<file path="config.mk">
export PLATFORM = sky130hd
export DESIGN_NAME = hazard_ctrl
export DESIGN_NICKNAME = d
export VERILOG_FILES = /design/src/rtl/hazard_ctrl.sv
export SDC_FILE = /design/constraint.sdc
export NUM_CORES = 1
export LEC_CHECK = 0
export ABC_AREA = 0
export CAP_MARGIN = 15
export CELL_PAD_IN_SITES_DETAIL_PLACEMENT = 0
export CELL_PAD_IN_SITES_GLOBAL_PLACEMENT = 1
export CORE_MARGIN = 3
export CORE_UTILIZATION = 39
export DETAILED_ROUTE_END_ITERATION = 8
export PLACE_DENSITY_LB_ADDON = 0.15
export SLEW_MARGIN = 20
export SYNTH_ARGS = -nofsm -noshare
export SYNTH_HDL_FRONTEND = slang
export SYNTH_SLANG_ARGS = --single-unit
</file>
<file path="constraint.sdc">
create_clock -name CLK -period 5.5 [get_ports CLK]
set_input_delay 1.65 -clock CLK [delete_from_list [all_inputs] [get_ports CLK]]
set_output_delay 1.65 -clock CLK [all_outputs]
set_load 0.01 [all_outputs]
</file>
<file path="src/rtl/hazard_ctrl.sv">
// Pipeline hazard controller for the 5-stage datapath.
// Handles three things:
//   - redirect flushes for branch, JAL and JALR resolved in MEM;
//   - load-use bubbles with a length set by LU_BUBBLES;
//   - freezing the whole pipe while a data-memory request waits.
// It drives the latch enables and flushes, and keeps saturating event counters.
// The hazard outputs are combinational so the pipeline sees them in the same cycle.
module hazard_ctrl #(
  parameter int unsigned REG_AW       = 5,
  parameter int unsigned LU_BUBBLES   = 1,
  parameter int unsigned FLUSH_STAGES = 2,
  parameter int unsigned CNT_W        = 32
) (
  input  logic              CLK,
  input  logic              RST,
  input  logic              pcsrc_mem,
  input  logic              jal_mem,
  input  logic              jalr_mem,
  input  logic              dmemren_exe,
  input  logic [REG_AW-1:0] rd_exe,
  input  logic [REG_AW-1:0] rs1_id,
  input  logic [REG_AW-1:0] rs2_id,
  input  logic              use_rs1_id,
  input  logic              use_rs2_id,
  input  logic              dmem_req_mem,
  input  logic              dhit,
  output logic              pc_write,
  output logic              ifid_write,
  output logic              idex_write,
  output logic              exmem_write,
  output logic              memwb_write,
  output logic              ifid_flush,
  output logic              idex_flush,
  output logic              exmem_flush,
  output logic              hazard_detected,
  output logic              redirect,
  output logic [CNT_W-1:0]  stall_cnt,
  output logic [CNT_W-1:0]  redirect_cnt,
  output logic [CNT_W-1:0]  lu_cnt
);

  typedef enum logic [0:0] {
    RUN      = 1'b0,
    LU_STALL = 1'b1
  } state_t;

  localparam logic [CNT_W-1:0] CNT_MAX     = {CNT_W{1'b1}};
  localparam logic [CNT_W-1:0] CNT_ONE     = {{(CNT_W-1){1'b0}}, 1'b1};
  localparam logic [1:0]       BUB_INIT    = 2'(LU_BUBBLES - 1);
  localparam logic             MULTI_BUB   = (LU_BUBBLES > 1) ? 1'b1 : 1'b0;
  localparam logic             IDEX_FL_ON  = (FLUSH_STAGES >= 2) ? 1'b1 : 1'b0;
  localparam logic             EXMEM_FL_ON = (FLUSH_STAGES == 3) ? 1'b1 : 1'b0;

  // Counters stick at all-ones instead of wrapping.
  function automatic logic [CNT_W-1:0] sat_inc(input logic [CNT_W-1:0] v, input logic en);
    if (en && (v != CNT_MAX)) begin
      sat_inc = v + CNT_ONE;
    end else begin
      sat_inc = v;
    end
  endfunction

  state_t     state_r, state_nxt_s;
  logic [1:0] bub_r, bub_nxt_s;
  logic       redir_s, freeze_s, lu_s, lu_evt_s;

  // Terms used to classify the current cycle.
  always_comb begin
    redir_s  = pcsrc_mem | jal_mem | jalr_mem;
    freeze_s = dmem_req_mem & ~dhit;
    lu_s     = dmemren_exe & (rd_exe != {REG_AW{1'b0}}) &
               ((use_rs1_id & (rs1_id == rd_exe)) | (use_rs2_id & (rs2_id == rd_exe)));
  end

  // Resolve the cycle by priority: reset, then freeze, then redirect, then load-use.
  always_comb begin
    pc_write        = 1'b1;
    ifid_write      = 1'b1;
    idex_write      = 1'b1;
    exmem_write     = 1'b1;
    memwb_write     = 1'b1;
    ifid_flush      = 1'b0;
    idex_flush      = 1'b0;
    exmem_flush     = 1'b0;
    hazard_detected = 1'b0;
    redirect        = 1'b0;
    lu_evt_s        = 1'b0;
    state_nxt_s     = state_r;
    bub_nxt_s       = bub_r;
    if (RST) begin
      pc_write    = 1'b0;
      ifid_write  = 1'b0;
      idex_write  = 1'b0;
      exmem_write = 1'b0;
      memwb_write = 1'b0;
      state_nxt_s = RUN;
      bub_nxt_s   = 2'd0;
    end else if (freeze_s) begin
      // Everything holds, including a redirect that is still waiting in EX/MEM.
      pc_write    = 1'b0;
      ifid_write  = 1'b0;
      idex_write  = 1'b0;
      exmem_write = 1'b0;
      memwb_write = 1'b0;
    end else if (redir_s) begin
      // The flush overrides any load-use stall that is still in progress.
      ifid_flush  = 1'b1;
      idex_flush  = IDEX_FL_ON;
      exmem_flush = EXMEM_FL_ON;
      redirect    = 1'b1;
      state_nxt_s = RUN;
      bub_nxt_s   = 2'd0;
    end else begin
      case (state_r)
        RUN: begin
          if (lu_s) begin
            pc_write        = 1'b0;
            ifid_write      = 1'b0;
            idex_flush      = 1'b1;
            hazard_detected = 1'b1;
            lu_evt_s        = 1'b1;
            if (MULTI_BUB) begin
              state_nxt_s = LU_STALL;
              bub_nxt_s   = BUB_INIT;
            end else begin
              state_nxt_s = RUN;
              bub_nxt_s   = 2'd0;
            end
          end else begin
            state_nxt_s = RUN;
          end
        end
        LU_STALL: begin
          pc_write        = 1'b0;
          ifid_write      = 1'b0;
          idex_flush      = 1'b1;
          hazard_detected = 1'b1;
          bub_nxt_s       = bub_r - 2'd1;
          if (bub_r == 2'd1) begin
            state_nxt_s = RUN;
          end else begin
            state_nxt_s = LU_STALL;
          end
        end
        default: begin
          state_nxt_s = RUN;
          bub_nxt_s   = 2'd0;
        end
      endcase
    end
  end

  // Stall FSM state and remaining-bubble register.
  always_ff @(posedge CLK) begin
    if (RST) begin
      state_r <= RUN;
      bub_r   <= 2'd0;
    end else begin
      state_r <= state_nxt_s;
      bub_r   <= bub_nxt_s;
    end
  end

  // Saturating performance counters. Reset cycles are never counted.
  always_ff @(posedge CLK) begin
    if (RST) begin
      stall_cnt    <= {CNT_W{1'b0}};
      redirect_cnt <= {CNT_W{1'b0}};
      lu_cnt       <= {CNT_W{1'b0}};
    end else begin
      stall_cnt    <= sat_inc(stall_cnt, ~pc_write);
      redirect_cnt <= sat_inc(redirect_cnt, redirect);
      lu_cnt       <= sat_inc(lu_cnt, lu_evt_s);
    end
  end

endmodule

</file>
# After elaboration in Yosys (flattened, before gate mapping)
# Cells that the tools add are included.
# W data, S select, Z words.
dict set report word_totals {
  reg_bits 99
  inputBits 25
  out_inout_bits 106
  word_cells 61
}
dict set report classes {
  add_sub_neg 4
  n_eq_ne 7
  n_mux 28
  n_bitwise 12
  n_reduce_logical 5
}
# cell count
set ops {}
lappend ops {{$add A32 B1 Y32 const B} 3}
lappend ops {{$ne A32 B32 Y1 const B} 3}
lappend ops {{$mux W1} 22}
lappend ops {{$eq A5 B5 Y1} 2}
lappend ops {{$pmux W1 S2} 3}
lappend ops {{$and A1 B1 Y1} 5}
lappend ops {{$reduce_bool A5 Y1} 1}
lappend ops {{$mux W2} 2}
lappend ops {{$not A1 Y1} 4}
lappend ops {{$pmux W2 S2} 1}
lappend ops {{$logic_and A1 B1 Y1} 3}
lappend ops {{$ne A3 B3 Y1 const B} 1}
lappend ops {{$or A1 B1 Y1} 3}
lappend ops {{$eq A2 B1 Y1 const B} 1}
lappend ops {{$reduce_and A2 Y1} 1}
lappend ops {{$sub A2 B1 Y2 const B} 1}

# Longest topological paths before layout
# Gate-level depths: netlist of the first run.
dict set report logic_depth {
  depth_word 11
  depth_mapped 10
}

# Least setup slack after synthesis of the first run
# Ideal clock, no wire load.
dict set report synth_timing {
  path_kind {input -> output}
  start {in rd_exe[1]}
  end {out pc_write}
  t_arrival_ps 3017
  required_time_ps 3850
  slack_ps 833
  cell_stages 5
  n_path_buf 1
  cell_sequence {or4_1 o211ai_1 nand2_1 o21ai_1 buf_4}
}
dict set report synth_via {
  elab_chain_len 9
  word_cells_on_any_way 13
  cone_classes {eq/ne: 2; mux: 5; bitwise: 5; reduce/logical: 1}
}
# item line
set synth_lines {}
lappend synth_lines {{start: declaration} 20} ;# input logic [REG_AW-1:0] rd_exe,
lappend synth_lines {{$eq A5 B5 Y1} 72} ;# ((use_rs1_id & (rs1_id == rd_exe)) | (use_rs2_id & (rs2_id == rd_exe)));
lappend synth_lines {{$and A1 B1 Y1} 72}
lappend synth_lines {{$or A1 B1 Y1} 72}
lappend synth_lines {{$and A1 B1 Y1 *} 71} ;# lu_s = dmemren_exe & (rd_exe != {REG_AW{1'b0}}) &
lappend synth_lines {{$mux W1 *} --}
lappend synth_lines {{$pmux W1 S2 *} --}
lappend synth_lines {{$mux W1 * (3 in series)} --}
lappend synth_lines {{end: declaration} 27} ;# output logic pc_write,
# Mark *: on every way between the ends. The rest lies on a longest branch, timed or not.

# Worst setup path in the final report of the first run
dict set report layout_timing {
  start {in rd_exe[2]}
  end {out hazard_detected}
}
dict set report layout_via {
  elab_chain_len 9
  word_cells_on_any_way 13
  cone_classes {eq/ne: 2; mux: 5; bitwise: 5; reduce/logical: 1}
}
# item line
set layout_lines {}
lappend layout_lines {{$eq A5 B5 Y1} 72}
lappend layout_lines {{$and A1 B1 Y1} 72}
lappend layout_lines {{$or A1 B1 Y1} 72}
lappend layout_lines {{$and A1 B1 Y1 *} 71}
lappend layout_lines {{$mux W1 *} 116} ;# if (lu_s) begin
lappend layout_lines {{$pmux W1 S2 *} 114} ;# case (state_r)
lappend layout_lines {{$mux W1 *} 105} ;# end else if (redir_s) begin
lappend layout_lines {{$mux W1 *} 98} ;# end else if (freeze_s) begin
lappend layout_lines {{$mux W1 *} 90} ;# if (RST) begin
lappend layout_lines {{end: declaration} 35} ;# output logic hazard_detected,
# Marks and branches as above.

==> results of run 1 <==
-- per-layer routing --
layer  vias up  track usage, %  routed length (um)
met5         -               0                   0
met1      2554            27.6                7090
met4         0            6.44                 212
met2       139            32.6                6790
li1       2669               -                   -
met3        15            3.71                 797
-- state kept, by name, indices dropped and copies added (netlist names) --
register	cells
redirect_cnt	32
state_r	1
bub_r	2
stall_cnt	32
lu_cnt	32
-- stage by stage --
| stage | area (um^2) | utilization, % | instances |
|---|---|---|---|
| global placement | 6710 | 52.1 | 933 |
| global route | 7080 | 55.0 | 949 |
| CTS | 7060 | 54.9 | 949 |
| finish | 7080 | 55.0 | 949 |
| floorplan | 5250 | - | 647 |
| detailed placement | 6710 | 52.1 | 933 |
-- worst max-delay path, stage by stage --
cell	delay [ns]
clkdlybuf4s50_1	0.44
buf_4	0.16
xnor2_1	0.15
nand4_1	0.14
o22ai_2	0.28
a21oi_1	0.11
nor3_1	0.25
clkdlybuf4s50_1	0.60
-- power by group --
part / leakage (nW) / internal, W / switching (W) / total [W]
registers: 0.798 / 0.000720 / 0.00000568 / 0.000725
clock network: 0.169 / 0.000458 / 0.000289 / 0.000747
logic: 1.27 / 0.0000489 / 0.0000548 / 0.000104
total: 2.24 / 0.00123 / 0.000350 / 0.00158
-- what timing repair did --
item,4_1_cts,5_1_grt
buffers inserted,0,0
gates resized for setup,0,1
endpoints found under the setup margin,0,2
hold buffers,0,0
-- cell families after synthesis --
group | count (synthesis) | synth area share, %
mux | 11 | 2.29
xor+xnor | 40 | 6.68
compound gates | 127 | 14.9
fa+ha+maj | 4 | 0.954
flops | 99 | 37.8
simple gates | 324 | 33.8
other cells | 1 | 0.0715
buf+inv | 41 | 3.51
-- layout by cell type (no fill, tap or decap), drive strengths merged, types with 15 or more instances in the layout --
master         count
clkdlybuf4s50    128
dfxtp             99
nor2              60
nand2             54
a21oi             44
nand4             40
nand3             38
o21ai             31
or3               29
or4               22
xor2              21
nor3              20
xnor2             19
o31ai             18
buf               15
-- worst max path at each step --
stage / from / to / slack, ns / depth (start not counted)
6_report: rd_exe[2] / hazard_detected / 0.08 / 8
5_1_grt: rd_exe[2] / ifid_write / -0.005 / 6
4_1_cts: rd_exe[2] / ifid_write / 0.007 / 6
3_5_place_dp: rd_exe[2] / ifid_write / 0.02 / 6
3_3_place_gp: rd_exe[1] / ifid_write / 0.06 / 6
2_1_floorplan: rd_exe[1] / pc_write / 0.83 / 5
-- cell type report --
type,count,area (um^2),area share (%)
flip-flops and latches,99,1980,28.0
well taps,172,215,3.04
inverters,12,45.0,0.636
clock buffers,10,239,3.38
multi-input cells,507,3100,43.7
clock inverters,6,111,1.57
repair buffers,143,1390,19.7
==> impl_metrics.yaml, run 1 <==
detailed_routing:
  ant_nets: 0
  wl_per_cell_um: 15.7
  routed_wirelength_um: 14900
  route.detailed.drc: 0
  initialDrtViolationCount: 313
  drtPass1Iterations: 5
  post_drt_via_cell_ratio: 5.67
  vias: 5377
clock_tree:
  clk_pin_slew_worst_paths_ns: 0.06
  cts-htree-levels: 3
  cts.sinks: 99
  cts_buffer_depth: 2
  clk_latency_ns: 0.35
  cts_buffers: 9
  cts_root_buf: "clkbuf_16"
  cts_tree: "built"
sta:
  finalCritPeriodShare_pct: 98.6
  fin_crit_ns: 5.42
  worst_slew_pin_slew_ns: 0.878
  slew_viol_final: 0
  worst_slack_ns: 0.0793
  setup_viol: 0
  skew_ns: 0.00884
  holdWs_ns: 0.492
  slew_headroom_pct: 41.1
  max_freq_mhz: 184
  finalHoldViolCount: 0
  fin_setup_tns_ns: 0
layout:
  finalNetCount: 801
  fillCellCount: 1225
  drive_gt1_share_pct: 7.72
  antenna_cells: 0
  area_delta_synth_final_pct: 35.0
synthesis:
  avgSynthCellArea_um2: 8.11
  synth_top_area_cell: "dfxtp_1"
  synthCells: 647
  ys_warn_count: 0
  syn-cell-area_um2: 5250
  synth.area.top_cells: "dfxtp_1 38%, nand4_1 4.5%, nor2_1 4.3%"
  synthFlopType: "dfxtp_1"
  synth_cell_types: 53
  yosysMostFrequentCell: "dfxtp_1"
  synth_edf_count: 0
  syn_nets: 676
  async_reset_ff_share_pct: 0
  synth_top_area_share_pct: 37.8
  netlist_top_cells_count: "99 x dfxtp_1, 60 x nor2_1, 54 x nand2_1"
  seq_area_frac_synth_pct: 37.8
  ys_ff_latch: 99
power:
  leakage_nw: 2.24
  total_power_w: 0.00158
  p_per_area_nw_per_um2: 223
  ir_drop_mv: 0.126
die:
  row_count: 41
  die-area_um2: 14900
  core_um2: 12900
  initial_core_util_pct: 40.7
  io-pin-count: 131
  die_h_um: 122
  die_w_um: 122
grt:
  grt-ovfl-total: 0
  grt_first_pass_wirelength_um: 24600
  grt.total_usage_pct: 20.3
  antenna_found_initial: 0
  grt_max_degree: 78
  grt_pass1_vias: 4971
placed_design:
  dp_hpwl_um: 10800
  gp_congestion: 0.846
  numPortBuffers: 129
  pre_cts_ws_ns: 0.0215
status:
  status: "completed"
min_path:
  min_path_type: "reg -> reg"
  hold_depth: 2
  worstHoldStart: "bub_r[1]"
  hold_path_end: "bub_r[1]"
job:
  maxCapViolCount: 0
worst_setup_path:
  crit_type: "in -> out"
  crit_arrival_ns: 3.77
  rrSetupSlack_ns: 2.70
  cp-start-kind: "primary input"
  crit_fanout: 3
  cp.required_ns: 3.85
  end_kind: "output pin"
  r2r_start: "stall_cnt[9]"
  reg2reg_depth: 7
  rr_endpoint: "stall_cnt[5]"
Power figures use the tool's default switching activity.
==> run 2: changes to the inputs <==
Settings changed: GPL_TIMING_DRIVEN set to 0.
==> run 2 against run 1 <==
Against the previous run: routed wire length grew 6.2%; power shrank 4.5%; final cell count rose by 2.0%; clock-buffer cell count up 2; critical path depth is 1 lower; utilization increased by 0.42 points; die area unchanged; largest power group is now sequential cells.
==> impl_metrics.yaml, run 2 (synthesis results as in run 1) <==
status:
  status: "completed"
clock_tree:
  cts.sinks: 99
  holdBufCountCts: 0
  clk_pin_slew_worst_paths_ns: 0.07
  cts-htree-levels: 3
  clk_latency_ns: 0.35
  cts_root_buf: "clkbuf_16"
  cts_buffer_depth: 2
  cts_tree: "built"
  cts_buffers: 9
layout:
  area_delta_synth_final_pct: 36.0
  multi_input_area_um2: 3120
  drive_gt1_share_pct: 7.79
  mostFrequentLayoutCells: "123 x clkdlybuf4s50_1, 99 x dfxtp_1, 60 x nor2_1"
  final_core_utilization_pct: 55.4
  top_regs: "lu_cnt (32), redirect_cnt (32), stall_cnt (32)"
  finalNetCount: 820
  fillCellCount: 1194
  mostFrequentLayoutCell: "clkdlybuf4s50_1"
  antenna_cells: 0
  ff_latch_area_um2: 1980
sta:
  finalCritPeriodShare_pct: 99.0
  max_freq_mhz: 184
  slew_headroom_pct: 39.9
  setup_viol: 0
  fin_crit_ns: 5.45
  worst_slew_pin_slew_ns: 0.895
  slew_viol_final: 0
  fin_setup_tns_ns: 0
  skew_ns: 0.00967
  finalHoldViolCount: 0
worst_setup_path:
  crit_top_cell: "clkdlybuf4s50_1"
  cp-start-kind: "primary input"
  cp_slowest_cell: "clkdlybuf4s50_1"
  crit_arrival_ns: 3.80
  crit_type: "in -> out"
  cp.required_ns: 3.85
  end_kind: "output pin"
  crit_fanout: 3
  crit_family: "buffers and inverters"
  max_stage_delay_ns: 0.52
  cp_num_buf_inv: 3
  cp_cell_sequence: "clkdlybuf4s50_1 > or4_4 > o211ai_1 > nand2_1 > o21ai_4 > buf_4 > clkdlybuf4s50_1"
detailed_routing:
  post_drt_via_cell_ratio: 5.69
  initialDrtViolationCount: 360
  route.detailed.drc: 0
  routed_wirelength_um: 15800
  drtPass1Iterations: 7
  wl_per_cell_um: 16.3
  ant_nets: 0
  vias: 5506
die:
  die_h_um: 122
  io-pin-count: 131
  die-area_um2: 14900
  initial_core_util_pct: 40.7
  row_count: 41
  core_um2: 12900
  die_w_um: 122
job:
  maxCapViolCount: 0
power:
  ir_drop_mv: 0.154
  pwr-share-seq_pct: 48.2
  pwr-share-comb_pct: 7.6
  p_clk_share_pct: 44.2
  sw_frac_of_total_pct: 23.0
  total_power_w: 0.00150
  intPower_w: 0.00116
  p_switching_w: 0.000346
  p_per_area_nw_per_um2: 211
  leakage_nw: 2.27
placed_design:
  numPortBuffers: 128
  dp_hpwl_um: 11600
  gp_congestion: 0.855
grt:
  grt_first_pass_wirelength_um: 25200
  grt_pass1_vias: 5058
  grt.total_usage_pct: 21.0
  grt-ovfl-total: 0
  antenna_found_initial: 0
  grt_max_degree: 16
min_path:
  min_path_type: "reg -> reg"
==> run 2: cell count changes in the layout (fill, tap and decap cells not counted), moves of 2 or more <==
cell,change
buf_4,-4
o2111ai_2,-2
clkbuf_8,+2
bufinv_16,-2
nor3_1,-2
clkbuf_1,+16
clkdlybuf4s50_1,-5
dlygate4sd2_1,+4
buf_6,+2
nor3_2,+2
o2111ai_1,+2
buf_1,+3
==> run 2: worst paths after layout <==
| check | endpoint | start | slack (ns) | depth (start not counted) |
|---|---|---|---|---|
| max | pc_write | rd_exe[4] | 0.05 | 7 |
| min | bub_r[1] | bub_r[1] | 0.49 | 2 |
| max reg2reg | stall_cnt[1] | stall_cnt[19] | 2.73 | 8 |
| min reg2reg | bub_r[1] | bub_r[1] | 0.49 | 2 |
==> run 2: routing by layer <==
layer,vias up,part of all wire (%),GRT usage (%)
met5,-,0,0
met4,0,1.0,5.25
met3,17,5.8,5.25
met2,162,47,34.5
met1,2628,46,27.8
li1,2699,-,-
==> run 2: power by group through the flow <==
| stage | registers [W] | clock network [W] | logic (W) |
|---|---|---|---|
| after global placement | 0.000742 | 0 | 0.000106 |
| after detailed placement | 0.000742 | 0 | 0.000108 |
| after floorplan | 0.000742 | 0 | 0.0000514 |
| after global routing | 0.000726 | 0.000716 | 0.000123 |
| after CTS | 0.000725 | 0.000687 | 0.000113 |
| final | 0.000726 | 0.000665 | 0.000114 |
==> run 2: repair_timing <==
| action | CTS | global route |
|---|---|---|
| gates resized for setup | 12 | 4 |
| pin swaps | 4 | 2 |
| buffers inserted | 4 | 1 |
| setup endpoints to repair | 4 | 3 |
==> run 2: area by class of cell <==
cell class	instances	share of cell area [%]
sequential	99	27.8
timing repair buffer	133	18.4
tap	172	3.02
inverter	12	0.631
multi-input combinational	507	43.7
clock inverter	4	0.666
clock buffer	12	3.74
buffer	29	2.05
==> run 2: stage by stage <==
step,area [um^2],setup WS (ns),cells,hold slack (ns)
floorplan,5250,0.833,647,0.454
global placement,6740,-0.607,947,0.464
detailed placement,6740,-0.613,947,0.472
CTS,7120,0.0439,967,0.482
global route,7130,-0.00343,968,0.535
finish,7130,0.0545,968,0.486
==> run 2: worst min-delay path, delay by kind of cell (launching register included) <==
kind               cells  cell delay [ns]
DFF                    1             0.31
AOI/OAI and AO/OA      2             0.13
